==> src/rtl/gfx_pkg.sv <==
// Shared constants and types for the graphics host-bus front end.
package gfx_pkg;

    // Register indices
    localparam logic [3:0] REG_MODE    = 4'd0;
    localparam logic [3:0] REG_DATA    = 4'd1;
    localparam logic [3:0] REG_CTRL    = 4'd2;
    localparam logic [3:0] REG_ADDR_LO = 4'd3;
    localparam logic [3:0] REG_ADDR_HI = 4'd4;
    localparam logic [3:0] REG_STATUS  = 4'd5;

    // Status register bit positions (count lives in bits [3:0])
    localparam int STAT_OVF   = 7;
    localparam int STAT_FULL  = 6;
    localparam int STAT_EMPTY = 5;

    // Control register bit positions
    localparam int CTRL_AUTOINC = 0;
    localparam int CTRL_IRQ_EN  = 1;

    // One buffered screen write
    typedef struct packed {
        logic [15:0] addr;
        logic [7:0]  data;
    } fifo_entry_t;

endpackage

==> src/rtl/gfx_wr_fifo.sv <==
// Synchronous circular FIFO for screen writes. Caller gates push so it never
// overruns; a push and pop in the same cycle while full reuses the head slot.
module gfx_wr_fifo
    import gfx_pkg::*;
#(
    parameter int DEPTH = 4
) (
    input  logic        clk,
    input  logic        rst,
    input  logic        push_i,
    input  fifo_entry_t entry_i,
    input  logic        pop_i,
    output fifo_entry_t head_o,
    output logic        full_o,
    output logic        empty_o,
    output logic [3:0]  count_o
);

    localparam int AW = $clog2(DEPTH);

    fifo_entry_t   mem_q [DEPTH];
    logic [AW-1:0] wr_ptr_q, rd_ptr_q;
    logic [3:0]    cnt_q;

    // Storage: contents need no reset, pointers and count define validity
    always_ff @(posedge clk) begin
        if (push_i) mem_q[wr_ptr_q] <= entry_i;
    end

    // Pointer and occupancy tracking
    always_ff @(posedge clk) begin
        if (rst) begin
            wr_ptr_q <= '0;
            rd_ptr_q <= '0;
            cnt_q    <= '0;
        end else begin
            if (push_i) wr_ptr_q <= wr_ptr_q + 1'b1;
            if (pop_i)  rd_ptr_q <= rd_ptr_q + 1'b1;
            if (push_i && !pop_i)      cnt_q <= cnt_q + 4'd1;
            else if (!push_i && pop_i) cnt_q <= cnt_q - 4'd1;
        end
    end

    assign head_o  = mem_q[rd_ptr_q];
    assign full_o  = (cnt_q == 4'(DEPTH));
    assign empty_o = (cnt_q == 4'd0);
    assign count_o = cnt_q;

endmodule

==> src/rtl/gfx_host_if.sv <==
// Host-bus front end: synchronises the 6502-style bus into clk, owns the
// 16-byte register file, auto-increments the screen address and buffers
// screen writes. Optional GFX_HOST_IRQ_EN adds a drain-complete irq_n.
module gfx_host_if
    import gfx_pkg::*;
#(
    parameter int FIFO_DEPTH  = 4,
    parameter int SYNC_STAGES = 2
) (
    input  logic        clk,
    input  logic        rst,
    input  logic        phi2,
    input  logic        cs_n,
    input  logic [3:0]  rs,
    input  logic        wren_n,
    input  logic [7:0]  data_in,
    output logic [7:0]  data_out,
    output logic        data_oe,
    output logic [1:0]  mode,
`ifdef GFX_HOST_IRQ_EN
    output logic        irq_n,
`endif
    output logic        scr_wr_valid,
    input  logic        scr_wr_ready,
    output logic [15:0] scr_wr_addr,
    output logic [7:0]  scr_wr_data
);

    logic [SYNC_STAGES-1:0]      phi2_sq, cs_sq, wr_sq;
    logic [SYNC_STAGES-1:0][3:0] rs_sq;
    logic                        phi2_prev_q;
    logic [7:0]                  data_q;
    logic [7:0]                  reg_q [16];
    logic                        ovf_q;

    logic        phi2_s, cs_s, wr_s;
    logic [3:0]  rs_s;
    logic        bus_end, wr_commit, rd_commit;
    logic        push_req, push_acc, pop;
    logic        fifo_full, fifo_empty;
    logic [3:0]  fifo_cnt;
    fifo_entry_t fifo_head, fifo_in;
    logic [15:0] addr_d;
    logic [7:0]  status;

    // Bus input synchronisers plus phi2 history for edge detect
    always_ff @(posedge clk) begin
        if (rst) begin
            phi2_sq     <= '0;
            cs_sq       <= '0;
            wr_sq       <= '0;
            rs_sq       <= '0;
            phi2_prev_q <= 1'b0;
        end else begin
            phi2_sq     <= {phi2_sq[SYNC_STAGES-2:0], phi2};
            cs_sq       <= {cs_sq[SYNC_STAGES-2:0], cs_n};
            wr_sq       <= {wr_sq[SYNC_STAGES-2:0], wren_n};
            rs_sq       <= {rs_sq[SYNC_STAGES-2:0], rs};
            phi2_prev_q <= phi2_s;
        end
    end

    assign phi2_s = phi2_sq[SYNC_STAGES-1];
    assign cs_s   = cs_sq[SYNC_STAGES-1];
    assign wr_s   = wr_sq[SYNC_STAGES-1];
    assign rs_s   = rs_sq[SYNC_STAGES-1];

    // A bus cycle ends on the synced phi2 falling edge while selected
    assign bus_end   = phi2_prev_q & ~phi2_s & ~cs_s;
    assign wr_commit = bus_end & ~wr_s;
    assign rd_commit = bus_end & wr_s;

    // Push is accepted when there is room, or the head leaves this cycle
    assign pop      = ~fifo_empty & scr_wr_ready;
    assign push_req = wr_commit & (rs_s == REG_DATA);
    assign push_acc = push_req & (~fifo_full | pop);
    assign fifo_in  = '{addr: {reg_q[REG_ADDR_HI], reg_q[REG_ADDR_LO]}, data: data_q};
    assign addr_d   = {reg_q[REG_ADDR_HI], reg_q[REG_ADDR_LO]} + 16'd1;

    // Data latch, register file, overflow flag and address auto-increment
    always_ff @(posedge clk) begin
        if (rst) begin
            data_q <= '0;
            ovf_q  <= 1'b0;
            for (int i = 0; i < 16; i++) reg_q[i] <= '0;
        end else begin
            if (phi2_s) data_q <= data_in;
            if (wr_commit) begin
                case (rs_s)
                    REG_DATA:   ;
                    REG_STATUS: ovf_q <= 1'b0;
                    default:    reg_q[rs_s] <= data_q;
                endcase
            end
            if (push_req && !push_acc) ovf_q <= 1'b1;
            if (push_acc) begin
                reg_q[REG_DATA] <= data_q;
                if (reg_q[REG_CTRL][CTRL_AUTOINC]) begin
                    reg_q[REG_ADDR_LO] <= addr_d[7:0];
                    reg_q[REG_ADDR_HI] <= addr_d[15:8];
                end
            end
        end
    end

    gfx_wr_fifo #(.DEPTH(FIFO_DEPTH)) u_fifo (
        .clk     (clk),
        .rst     (rst),
        .push_i  (push_acc),
        .entry_i (fifo_in),
        .pop_i   (pop),
        .head_o  (fifo_head),
        .full_o  (fifo_full),
        .empty_o (fifo_empty),
        .count_o (fifo_cnt)
    );

    // Read mux: status is assembled live, everything else comes from the file
    always_comb begin
        status             = '0;
        status[STAT_OVF]   = ovf_q;
        status[STAT_FULL]  = fifo_full;
        status[STAT_EMPTY] = fifo_empty;
        status[3:0]        = fifo_cnt;
        data_out           = (rs_s == REG_STATUS) ? status : reg_q[rs_s];
    end

    assign data_oe      = phi2 & ~cs_n & wren_n;
    assign mode         = reg_q[REG_MODE][1:0];
    assign scr_wr_valid = ~fifo_empty;
    assign scr_wr_addr  = fifo_empty ? 16'h0 : fifo_head.addr;
    assign scr_wr_data  = fifo_empty ? 8'h0  : fifo_head.data;

`ifdef GFX_HOST_IRQ_EN
    logic drain_q, irq_n_q;

    // Flag the pop that empties the FIFO; irq asserts the cycle after empty
    // shows, and a reg5 read acknowledges. A new drain beats a same-cycle ack.
    always_ff @(posedge clk) begin
        if (rst) begin
            drain_q <= 1'b0;
            irq_n_q <= 1'b1;
        end else begin
            drain_q <= pop & (fifo_cnt == 4'd1) & ~push_acc;
            if (rd_commit && rs_s == REG_STATUS) irq_n_q <= 1'b1;
            if (drain_q && reg_q[REG_CTRL][CTRL_IRQ_EN]) irq_n_q <= 1'b0;
        end
    end

    assign irq_n = irq_n_q;
`endif

endmodule
==> config.mk <==
export PLATFORM = sky130hd
export DESIGN_NAME = gfx_host_if
export DESIGN_NICKNAME = d
export VERILOG_FILES = /design/src/rtl/gfx_pkg.sv /design/src/rtl/gfx_wr_fifo.sv /design/src/rtl/gfx_host_if.sv
export SDC_FILE = /design/constraint.sdc
export NUM_CORES = 1
export LEC_CHECK = 0
export ABC_AREA = 1
export BUFFER_PORTS_ARGS = -buffer_cell sky130_fd_sc_hd__buf_4
export CAP_MARGIN = 20
export CORE_MARGIN = 2
export CORE_UTILIZATION = 55
export DETAILED_ROUTE_END_ITERATION = 7
export PLACE_DENSITY = 0.69
export SKIP_LAST_GASP = 1
export SLEW_MARGIN = 10
export SYNTH_ARGS = -nofsm -noshare
export SYNTH_HDL_FRONTEND = slang
export SYNTH_SLANG_ARGS = --single-unit
==> constraint.sdc <==
create_clock -name clk -period 3 [get_ports clk]
set_input_delay 0.75 -clock clk [delete_from_list [all_inputs] [get_ports clk]]
set_output_delay 0.75 -clock clk [all_outputs]
set_load 0.005 [all_outputs]
**After elaboration in Yosys (flattened, before gate mapping)**

Memory sizes are Yosys's and may differ from the RTL's. A register that Yosys moved wholly into a read port is not among the register bits.
Index checks and enable logic that the tools add are counted.

- Add/sub/neg operators: 5
- Equality and inequality tests: 3
- Muxes and demuxes: 31
- Bitwise logic cells: 18
- Reductions and logical operators: 12

Operators with widths:

| kind | count |
|---|---|
| $mux 8 | 6 |
| $mux 1 | 18 |
| $add 16x1->16 const B | 1 |
| $mux 16 | 1 |
| $mux 4 | 4 |
| $and 1x1->1 | 8 |
| $eq 4x3->1 const B | 2 |
| $reduce_or 8->1 | 1 |
| $not 1->1 | 6 |
| $reduce_bool 2->1 | 3 |
| $add 2x1->2 const B | 2 |
| $add 4x1->4 const B | 1 |
| $eq 4x1->1 const B | 1 |
| $logic_not 4->1 | 1 |
| $mux 2 | 2 |
| $or 1x1->1 | 4 |
| $sub 4x1->4 const B | 1 |
| $logic_and 1x1->1 | 3 |
| $logic_not 1->1 | 2 |
| $reduce_and 2->1 | 1 |
| $reduce_or 2->1 | 1 |

- Register bits after elaboration: 32
- Memory bits (writable): 224
- Input port bits: 18
- Output and inout bits: 36
- Word-level logic and storage cells: 82
- Memories: 2

Memory list:

| memory | words | bits a word | read ports | clocked after memory_dff | write ports | line | RTL |
|---|---|---|---|---|---|---|---|
| reg_q | 16 | 8 | 5 | 1 | 16 | gfx_host_if.sv:33 | `logic [7:0] reg_q [16];` |
| u_fifo.mem_q | 4 | 24 | 1 | 1 | 1 | gfx_wr_fifo.sv:21 | `fifo_entry_t mem_q [DEPTH];` |

**Longest topological paths before layout**

Gate-level depths: netlist of the first run.

- Depth in word-level cells: 10
- Depth in mapped cells: 15
- Gate-level depth less buffers: 14

**Hierarchy**

A second synthesis of the first run with hierarchy kept.

- Cells, all modules: 1,204
- Area, all modules: 12,107.9 µm²

Modules (own cells, without submodules):

| module | instances | cells an instance | area each (µm²) | sequential area each (µm²) |
|---|---|---|---|---|
| gfx_host_if | 1 | 897 | 7,823.8 | 4,113.9 |
| gfx_wr_fifo | 1 | 307 | 4,284.1 | 3,083.0 |

**Worst setup path before layout of the first run**

No wires, ideal clock.

- Kind: input to register
- Start point: input port scr_wr_ready
- End point: memory u_fifo.mem_q[0][0] (netlist name) (enable)
- Library setup time: 0.405 ns
- Arrival time: 2.089 ns
- Data required time: 2.595 ns
- Path slack: 0.506 ns
- Cell stages on the path: 4
- Path buffers: 0
- Cell sequence: inv_1 nand3_1 nand3_2 nor2_1

- Cells in the longest elaborated chain, start to end: 5

RTL lines:

| what | line | RTL |
|---|---|---|
| start: declaration | gfx_host_if.sv:24 | `input logic scr_wr_ready,` |
| $and 1x1->1 | gfx_host_if.sv:74 | `assign pop = ~fifo_empty & scr_wr_ready;` |
| $or 1x1->1 | gfx_host_if.sv:76 | `assign push_acc = push_req & (~fifo_full \| pop);` |
| $and 1x1->1 | gfx_host_if.sv:76 |  |
| $mux 1 | gfx_wr_fifo.sv:27 | `if (push_i) mem_q[wr_ptr_q] <= entry_i;` |
| $mux 1 (not written as such) | gfx_wr_fifo.sv:27 |  |
| end: declaration | gfx_wr_fifo.sv:21 |  |

Every way passes these cells.

**Final worst setup path of the first run**

- Start point: register rs_sq, in the netlist rs_s[0]
- End point: output port data_out[3]

- Cells in the longest elaborated chain, start to end: 2

RTL lines:

| what | line | RTL |
|---|---|---|
| start: declaration | gfx_host_if.sv:30 | `logic [SYNC_STAGES-1:0][3:0] rs_sq;` |
| start signal: assignment | gfx_host_if.sv:58 | `rs_sq <= {rs_sq[SYNC_STAGES-2:0], rs};` |
| $eq 4x3->1 | gfx_host_if.sv:125 | `data_out = (rs_s == REG_STATUS) ? status : reg_q[rs_s];` |
| $mux 8 | gfx_host_if.sv:125 |  |
| end: declaration | gfx_host_if.sv:17 | `output logic [7:0] data_out,` |

Every way passes these cells.

==> results of run 1 <==
[through the flow]
step,util,power [W],cell area (µm²)
5_1_grt,0.647,0.00944,13200
4_1_cts,0.645,0.00910,13100
3_3_place_gp,0.600,0.00577,12200
3_5_place_dp,0.600,0.00579,12200
2_1_floorplan,-,0.00500,11500
6_report,0.647,0.00907,13200
[flip-flops by register name, summed over array words and instances, names as in the netlist, named ones only]
| name | cells |
|---|---|
| rs_sq | 4 |
| wr_sq | 2 |
| phi2_sq | 2 |
| cs_sq | 2 |
| u_fifo.wr_ptr_q | 2 |
| phi2_prev_q | 1 |
| u_fifo.rd_ptr_q | 2 |
| u_fifo.mem_q | 96 |
| data_q | 8 |
| reg_q | 122 |
| u_fifo.count_o | 4 |
| ovf_q | 1 |
| rs_s | 4 |
[cell usage after synthesis (all sizes together)]
cell type	number	share of area
nor2	249	0.087
nand4	17	0.0098
nand3b	1	0.00065
xor2	4	0.0031
nand2	188	0.063
nand3	51	0.023
o21ai	107	0.047
dfxtp	34	0.059
o21bai	1	0.00065
fa	1	0.0017
nor3	4	0.0017
buf	28	0.014
edfxtp	218	0.57
o211ai	4	0.0026
clkbuf	35	0.011
ha	8	0.0087
clkinv	3	0.00098
a21oi	129	0.058
inv	109	0.036
conb	1	0.00033
xnor2	2	0.0015
[cells by family (layout without fill, tap and decap cells)]
| family | count (synthesis) | in the layout | synth area share |
|---|---|---|---|
| buf+inv | 175 | 254 | 0.0625 |
| simple gates | 510 | 510 | 0.185 |
| compound gates | 241 | 241 | 0.108 |
| flops | 252 | 252 | 0.629 |
| other cells | 1 | 2 | 0.000327 |
| xor+xnor | 6 | 6 | 0.00458 |
| fa+ha+maj | 9 | 9 | 0.0105 |
[power by group through the flow]
stage / Combinational, W / Sequential, W / Clock, W
after floorplan: 0.000950 / 0.00405 / 0
after global placement: 0.00168 / 0.00409 / 0
after detailed placement: 0.00170 / 0.00409 / 0
after CTS: 0.00171 / 0.00402 / 0.00338
after global routing: 0.00188 / 0.00403 / 0.00353
final: 0.00171 / 0.00402 / 0.00334
[per-layer routing]
metal,global-route usage,up-vias,wire length (µm)
li1,-,4127,-
met1,0.389,4153,12300
met2,0.445,432,14300
met3,0.0368,87,2450
met4,0.108,0,1240
met5,0,-,0
[critical path, cell delays in order, from the launching register on]
cell and delay (ns):
dfxtp_4 0.40, buf_8 0.18, nor2_4 0.14, buf_4 0.21, nand2_1 0.08, nand4_1 0.15, nand3_1 0.12, a21oi_1 0.25
buf_4 0.15
[repair_timing]
action | CTS | global route
resized for setup | 7 | 10
cloned | 0 | 1
endpoints found under the setup margin | 8 | 8
setup buffers | 0 | 2
hold buffers | 0 | 0
[worst paths after layout]
path,from,endpoint,slack (ns),cells after the start
worst max-delay path,rs_s[0],data_out[3],0.03,8
worst min-delay path,cs_sq[0],cs_sq[1],0.40,2
worst max register to register,rs_s[3],reg_q[15][1],0.38,8
worst min register to register,cs_sq[0],cs_sq[1],0.40,2
[area by class of cell]
| type | count | share of cell area |
|---|---|---|
| clock buffers | 36 | 0.0554 |
| multi-input cells | 768 | 0.270 |
| inverters | 112 | 0.0327 |
| clock inverters | 12 | 0.0120 |
| well taps | 270 | 0.0256 |
| repair buffers | 94 | 0.0552 |
| flip-flops and latches | 252 | 0.549 |
==> results.cfg, run 1 <==
[setup_path]
endpoint_kind = output pin
cp.arrival_ns = 2.22
path_max_fanout = 20
worst_ep_required_time_ns = 2.25
critPathKind = register to output pin
startpoint_type = register

[place]
numPortBuffers = 53
hpwl_mm = 20.1
gp_congestion = 0.988
post-place-cells = 1493
pre_cts_slack_ns = 0.251

[die]
ios = 54
core.rowCount = 52
start_util = 0.564
core_area_um2 = 20400
fp.dieW_um = 148
die_area_um2 = 22000
die_height_um = 148

[grt]
grt_pass1_vias = 8035
grt_start_max_net_pins = 49
grt_first_pass_wirelength_mm = 46.2
grt_overflow = 0
grt_use_total = 0.277
antenna_found_initial = 0

[routing]
drc = 0
routedWlPerCell_um = 19.6
vias = 8799
drt_iter0_drc = 882
via_per_inst = 5.70
first_pass_iters = 8
drt_wl_total_mm = 30.3
drtAntennaViolNets = 0

[finish]
regArea_um2 = 7230
antenna_cells = 0
final_cell_mix = nor2_1, edfxtp_1, nand2_1
multi_input_area_um2 = 3560
fill_cells = 1627
syn_to_final_growth_pct = 14.8
final_cells = 1544
nets = 1281
layout_commonest_cell = nor2_1
drive_gt1_frac = 0.133

[timing]
rsz0062_at_grt = yes
tns_ns = 0
post-route-min-period_ns = 2.97
clock_skew_ns = 0.0139
setup_viol = 0
worst_pin_slew_ns = 0.954
whs_ns = 0.402
slew_headroom = 0.364
fmax_mhz = 337
report.final.slew_viol_count = 0
min_period_over_period = 0.990
hold_viol = 0
setup_ws_ns = 0.0286

[run_status]
outcome = completed

[pwr]
p_comb_frac = 0.189
p_sw_w = 0.00243
internal_power_w = 0.00664
pwr-share-clk = 0.368
ir_drop_uv = 421
power_leakage_nw = 5.16
pwr-share-seq = 0.443
p_sw_frac = 0.268
power_density_nw_per_um2 = 688

[cts]
numCtsBuffers = 26
cts_root_buffer = clkbuf_16
path_clk_slew_ns = 0.06
h-tree-depth = 1
tritoncts = done
cts_buffer_depth = 3
cts.sink_count = 252
clkLatencyLatePin_ns = 0.53

[logic_synthesis]
syn_avg_cell_area_um2 = 9.62
synth_area_um2 = 11500
synth_cell_type_count = 35
netlist_instances = 1194
ys_ff_latch = 252
yosysSeqAreaShare = 0.629
yosys_warnings = 0

[flow_run]
drv_cap = 0

[min_path]
hp-class = register to register
Power figures use the tool's default switching activity.
==> run 2: changes to the inputs <==
--- a/config.mk
+++ b/config.mk
@@ -8,8 +8,10 @@
 export ABC_AREA = 1
 export BUFFER_PORTS_ARGS = -buffer_cell sky130_fd_sc_hd__buf_4
 export CAP_MARGIN = 20
+export CORE_ASPECT_RATIO = 2
 export CORE_MARGIN = 2
 export CORE_UTILIZATION = 55
+export CTS_CLUSTER_SIZE = 28
 export DETAILED_ROUTE_END_ITERATION = 7
 export PLACE_DENSITY = 0.69
 export SKIP_LAST_GASP = 1
==> results.cfg, run 2 (synthesis results as in run 1) <==
[pwr]
ir_drop_uv = 631
p_total_w = 0.00844
power_density_nw_per_um2 = 649
pwr-share-seq = 0.478
p_sw_frac = 0.282
p_sw_w = 0.00238
pwr-share-clk = 0.313
p_comb_frac = 0.209
power_leakage_nw = 5.07
internal_power_w = 0.00607

[die]
die_area_um2 = 22100
ios = 54
start_util = 0.561
core_area_um2 = 20500
fp.dieW_um = 106
die_height_um = 208
core.rowCount = 74

[setup_path]
r2r_start = rs_s[2]
endpoint_kind = output pin
path_max_fanout = 15
startpoint_type = register
reg2reg_slack_ns = 0.37
worst_ep_required_time_ns = 2.25
ff2ff_path_depth = 8
cp.arrival_ns = 2.20
rr_endpoint = reg_q[2][0]
critPathKind = register to output pin

[finish]
top_regs = reg_q x122, u_fifo.mem_q x96, data_q x8
final_cell_mix = nor2_1, edfxtp_1, nand2_1
largest-register = reg_q
drive_gt1_frac = 0.130
layout_commonest_cell = nor2_1
antenna_cells = 0
fin_util = 0.636
nets = 1280
largest_register_ffs = 122
syn_to_final_growth_pct = 13.3

[timing]
report.final.slew_viol_count = 0
min_period_over_period = 0.984
setup_viol = 0
worst_pin_slew_ns = 0.890
hold_viol = 0
rsz0062_at_grt = yes
tns_ns = 0
setup_ws_ns = 0.0469
slew_headroom = 0.406
clock_skew_ns = 0.0256
fmax_mhz = 339
post-route-min-period_ns = 2.95

[grt]
grt_use_total = 0.297
grt_overflow = 0
grt_first_pass_wirelength_mm = 48.8
grt_pass1_vias = 8722
grt_start_max_net_pins = 49
antenna_found_initial = 0

[cts]
h-tree-depth = 1
cts_root_buffer = clkbuf_16
cts.sink_count = 252
cts_buffer_depth = 3
hold_buffers = 0
path_clk_slew_ns = 0.07
clkLatencyLatePin_ns = 0.53
tritoncts = done
numCtsBuffers = 21

[min_path]
hp-class = register to register
hp-start = wr_sq[0]
whs_path_depth = 2
hold_path_end = wr_sq[1]

[run_status]
outcome = completed

[place]
hpwl_mm = 22.7
gp_congestion = 1.05
numPortBuffers = 53
pre_cts_slack_ns = 0.401

[routing]
drt_wl_total_mm = 32.6
drtAntennaViolNets = 0
routedWlPerCell_um = 21.3
via_per_inst = 5.77
drt_iter0_drc = 794
first_pass_iters = 6
drc = 0
vias = 8856

[flow_run]
drv_cap = 0
-- run 2: how the worst max path moves through the flow --
| stage | from | cells past startpoint | slack, ns | end |
|---|---|---|---|---|
| after floorplan | scr_wr_ready | 4 | 0.51 | u_fifo.mem_q[0][0] |
| after global placement | rs_s[0] | 10 | 0.45 | data_out[6] |
| after detailed placement | scr_wr_ready | 8 | 0.40 | reg_q[15][7] |
| after CTS | rs_s[0] | 10 | -0.007 | data_out[6] |
| after global routing | rs_s[1] | 9 | -0.04 | data_out[2] |
| final | rs_s[0] | 10 | 0.05 | data_out[6] |
-- run 2: area by class of cell --
class | count | area, µm²
inverters | 112 | 425
multi-input cells | 768 | 3580
clock buffers | 30 | 579
repair buffers | 98 | 795
well taps | 266 | 333
fillers | 1681 | 7450
clock inverters | 8 | 62.6
flip-flops and latches | 252 | 7230
-- run 2: metrics by stage --
step	instances	cell area, µm²	hold slack (ns)
2_1_floorplan	1195	11500	0.388
3_3_place_gp	1495	12300	0.391
3_5_place_dp	1495	12300	0.397
4_1_cts	1533	12900	0.398
5_1_grt	1534	13000	0.422
6_report	1534	13000	0.397
-- run 2: worst max-delay path: stages, from the launching register on --
cell,delay [ns]
dfxtp_2,0.42
buf_6,0.19
nor2_4,0.08
clkbuf_16,0.19
a21oi_4,0.20
nand2_1,0.08
nand2_1,0.09
nand3_1,0.07
nor2_1,0.15
nor2_1,0.07
buf_4,0.13
-- run 2: what timing repair did --
action / 4_1_cts / 5_1_grt
resized for setup: 3 / 13
setup endpoints to repair: 8 / 9
gates cloned: 0 / 1
pin swaps: 0 / 0
setup buffers: 0 / 0
-- run 2: power by group through the flow --
stage | combinational, W | sequential [W] | clock [W]
final | 0.00177 | 0.00404 | 0.00264
after floorplan | 0.000950 | 0.00405 | 0
after global placement | 0.00175 | 0.00411 | 0
after CTS | 0.00177 | 0.00403 | 0.00265
after detailed placement | 0.00176 | 0.00411 | 0
after global routing | 0.00197 | 0.00405 | 0.00278
-- run 2: routing by layer --
metal | track usage | wire (µm) | vias to the layer above
li1 | - | - | 4121
met1 | 0.300 | 10400 | 4149
met2 | 0.543 | 17000 | 421
met3 | 0.0341 | 1800 | 165
met4 | 0.222 | 3410 | 0
met5 | 0 | 0 | -
==> run 3: changes to the inputs <==
--- a/config.mk
+++ b/config.mk
@@ -13,9 +13,10 @@
 export CORE_UTILIZATION = 55
 export CTS_CLUSTER_SIZE = 28
 export DETAILED_ROUTE_END_ITERATION = 7
-export PLACE_DENSITY = 0.69
+export PLACE_DENSITY = 0.68
 export SKIP_LAST_GASP = 1
 export SLEW_MARGIN = 10
 export SYNTH_ARGS = -nofsm -noshare
 export SYNTH_HDL_FRONTEND = slang
+export SYNTH_HIERARCHICAL = 1
 export SYNTH_SLANG_ARGS = --single-unit
==> results.cfg, run 3 <==
[timing]
fmax_mhz = 327
post-route-min-period_ns = 3.06
setup_ws_ns = -0.0567
worst_pin_slew_ns = 0.672
clock_skew_ns = 0.0240
slew_headroom = 0.549
setup_viol = 1
rsz0062_at_grt = yes
min_period_over_period = 1.02
hold_viol = 0
report.final.slew_viol_count = 0

[logic_synthesis]
yosys_warnings = 6
synthSimpleGateAreaFrac = 0.186
synth_area_um2 = 12100
synthAdderAreaFrac = 0.00992
synthMuxAreaShare = 0
syn_nets = 1231
async_flop_share = 0
synth_top_family_by_area = simple AND/OR/NAND/NOR gates
synth_enable_flop_cells = 217
synth_top_area_frac = 0.538
yosysSeqAreaShare = 0.594
synthXorXnorAreaFrac = 0.00217
netlist_top_cells_count = edfxtp_1, nand2_1, nor2_1
yosysMostFrequentCell = edfxtp_1
synth_cell_type_count = 42
ys_ff_latch = 251
netlist_instances = 1204
syn_avg_cell_area_um2 = 10.1
synth_flop_cell = edfxtp_1
synth_top_area_cell = edfxtp_1
synth.area.top_cells = edfxtp_1, nand2_1, dfxtp_1
synth_compound_area_frac = 0.135

[setup_path]
ff2ff_path_depth = 7
worst_ep_required_time_ns = 2.25
max_stage_delay_ns = 0.55
cp_common_cell = nand3_1
reg2reg_slack_ns = 0.13
startpoint_type = register
cp.arrival_ns = 2.31
rr_endpoint = reg_q[8][3]
path_max_fanout = 52
crit_path_top_delay_cell = o21ai_0
endpoint_kind = output pin
r2r_start = rs_s[1]
critPathKind = register to output pin
worstPathCellList = clkinv_8 -> o21ai_0 -> nand3_1 -> nand3_1 -> a21oi_2 -> buf_4

[grt]
grt_pass1_vias = 8700
grt_use_total = 0.300
grt_first_pass_wirelength_mm = 50.8
grt_overflow = 0
grt_start_max_net_pins = 53
antenna_found_initial = 0

[routing]
drt_iter0_drc = 723
routedWlPerCell_um = 22.1
vias = 8844
first_pass_iters = 5
via_per_inst = 5.76
drt_wl_total_mm = 34.0
drc = 0
drtAntennaViolNets = 0

[cts]
hold_buffers = 0
tritoncts = done
cts.sink_count = 251
clkLatencyLatePin_ns = 0.53
cts_root_buffer = clkbuf_16
h-tree-depth = 1
path_clk_slew_ns = 0.07
numCtsBuffers = 21
cts_buffer_depth = 3

[finish]
final_cell_mix = edfxtp_1, nand2_1, nor2_1
largest_register_ffs = 121
largest-register = reg_q
nets = 1275
top_regs = reg_q x121, u_fifo/mem_q x96, data_q x8
antenna_cells = 0
drive_gt1_frac = 0.204
syn_to_final_growth_pct = 11.5
layout_commonest_cell = edfxtp_1
final_cells = 1535

[pwr]
internal_power_w = 0.00609
ir_drop_uv = 596
p_sw_frac = 0.294
pwr-share-clk = 0.297
pwr-share-seq = 0.466
p_sw_w = 0.00254
p_comb_frac = 0.236
power_leakage_nw = 5.22
power_density_nw_per_um2 = 639

[die]
die_area_um2 = 23300
ios = 54
die_height_um = 214
start_util = 0.561
core_area_um2 = 21600
core.rowCount = 76
fp.dieW_um = 109

[min_path]
whs_path_depth = 2
hp-class = register to register
hold_path_end = rs_s[0]
hp-start = rs_sq[0]

[flow_run]
drv_cap = 0

[place]
gp_congestion = 0.965
hpwl_mm = 22.7
post-place-cells = 1492
pre_cts_slack_ns = 0.205
numPortBuffers = 53

[run_status]
failed_checks = negative setup slack
outcome = complete, but fails checks
-- run 3: cell count changes after synthesis, sizes merged, moves of 11 or more --
cell / change
nor2: -54
nand3: +11
a21oi: -12
clkbuf: -14
buf: +20
o22ai: +24
nand2: +37
-- run 3: worst max-delay path by stage --
stage,startpoint,endpoint,cells past startpoint
floorplan,u_fifo/count_o[1],u_fifo/count_o[3],14
global placement,rs_s[1],reg_q[8][0],7
detailed placement,rs_s[1],reg_q[8][3],7
CTS,rs_s[0],data_out[0],6
global route,rs_s[1],data_out[2],8
finish,rs_s[0],data_out[2],6
-- run 3: layout make-up --
cell class / count / area (µm²)
fill: 1812 / 8080
sequential: 251 / 7200
multi-input combinational: 771 / 4070
timing repair buffer: 90 / 825
clock buffer: 28 / 573
inverter: 113 / 442
tap: 273 / 342
clock inverter: 9 / 45.0
-- run 3: stage by stage --
| step | area, µm² | power (W) | TNS, ns | hold slack [ns] | util |
|---|---|---|---|---|---|
| after detailed placement | 12800 | 0.00613 | 0 | 0.394 | 0.591 |
| after CTS | 13400 | 0.00865 | 0 | 0.404 | 0.622 |
| after global routing | 13500 | 0.00902 | -0.0757 | 0.419 | 0.626 |
| after floorplan | 12100 | 0.00530 | 0 | 0.388 | - |
| after global placement | 12800 | 0.00611 | 0 | 0.389 | 0.591 |
| final | 13500 | 0.00863 | -0.0567 | 0.401 | 0.626 |
-- run 3: cell families after synthesis --
family	after synthesis
adder cells (fa/ha/maj)	9
buffers and inverters	182
flip-flops	251
AND/OR/NAND/NOR	502
XOR/XNOR	3
other	1
AO/OA/AOI/OAI	256
-- run 3: power groups by stage --
stage	logic, W	clock network (W)	registers [W]
final	0.00204	0.00257	0.00402
after global routing	0.00227	0.00271	0.00404
after CTS	0.00204	0.00259	0.00402
after detailed placement	0.00203	0	0.00410
after global placement	0.00201	0	0.00409
after floorplan	0.00127	0	0.00403
-- run 3: routing by layer --
| metal | wire, µm | track usage |
|---|---|---|
| met3 | 1630 | 0.0353 |
| met1 | 11200 | 0.311 |
| met4 | 2790 | 0.215 |
| met2 | 18400 | 0.546 |
| met5 | 0 | 0 |
-- run 3: what timing repair did --
action / CTS / global route
setup endpoints to repair: 5 / 8
buffers inserted: 0 / 4
cloned: 1 / 1
pin swaps: 0 / 1
resized for setup: 6 / 15
hold endpoints to repair: 0 / 0
-- run 3: worst max-delay path: cells and delay by family, from the launching register on --
family | cells | cell delay (ns)
buf+inv | 2 | 0.36
simple gates | 2 | 0.30
compound gates | 2 | 0.64
flops | 1 | 0.47
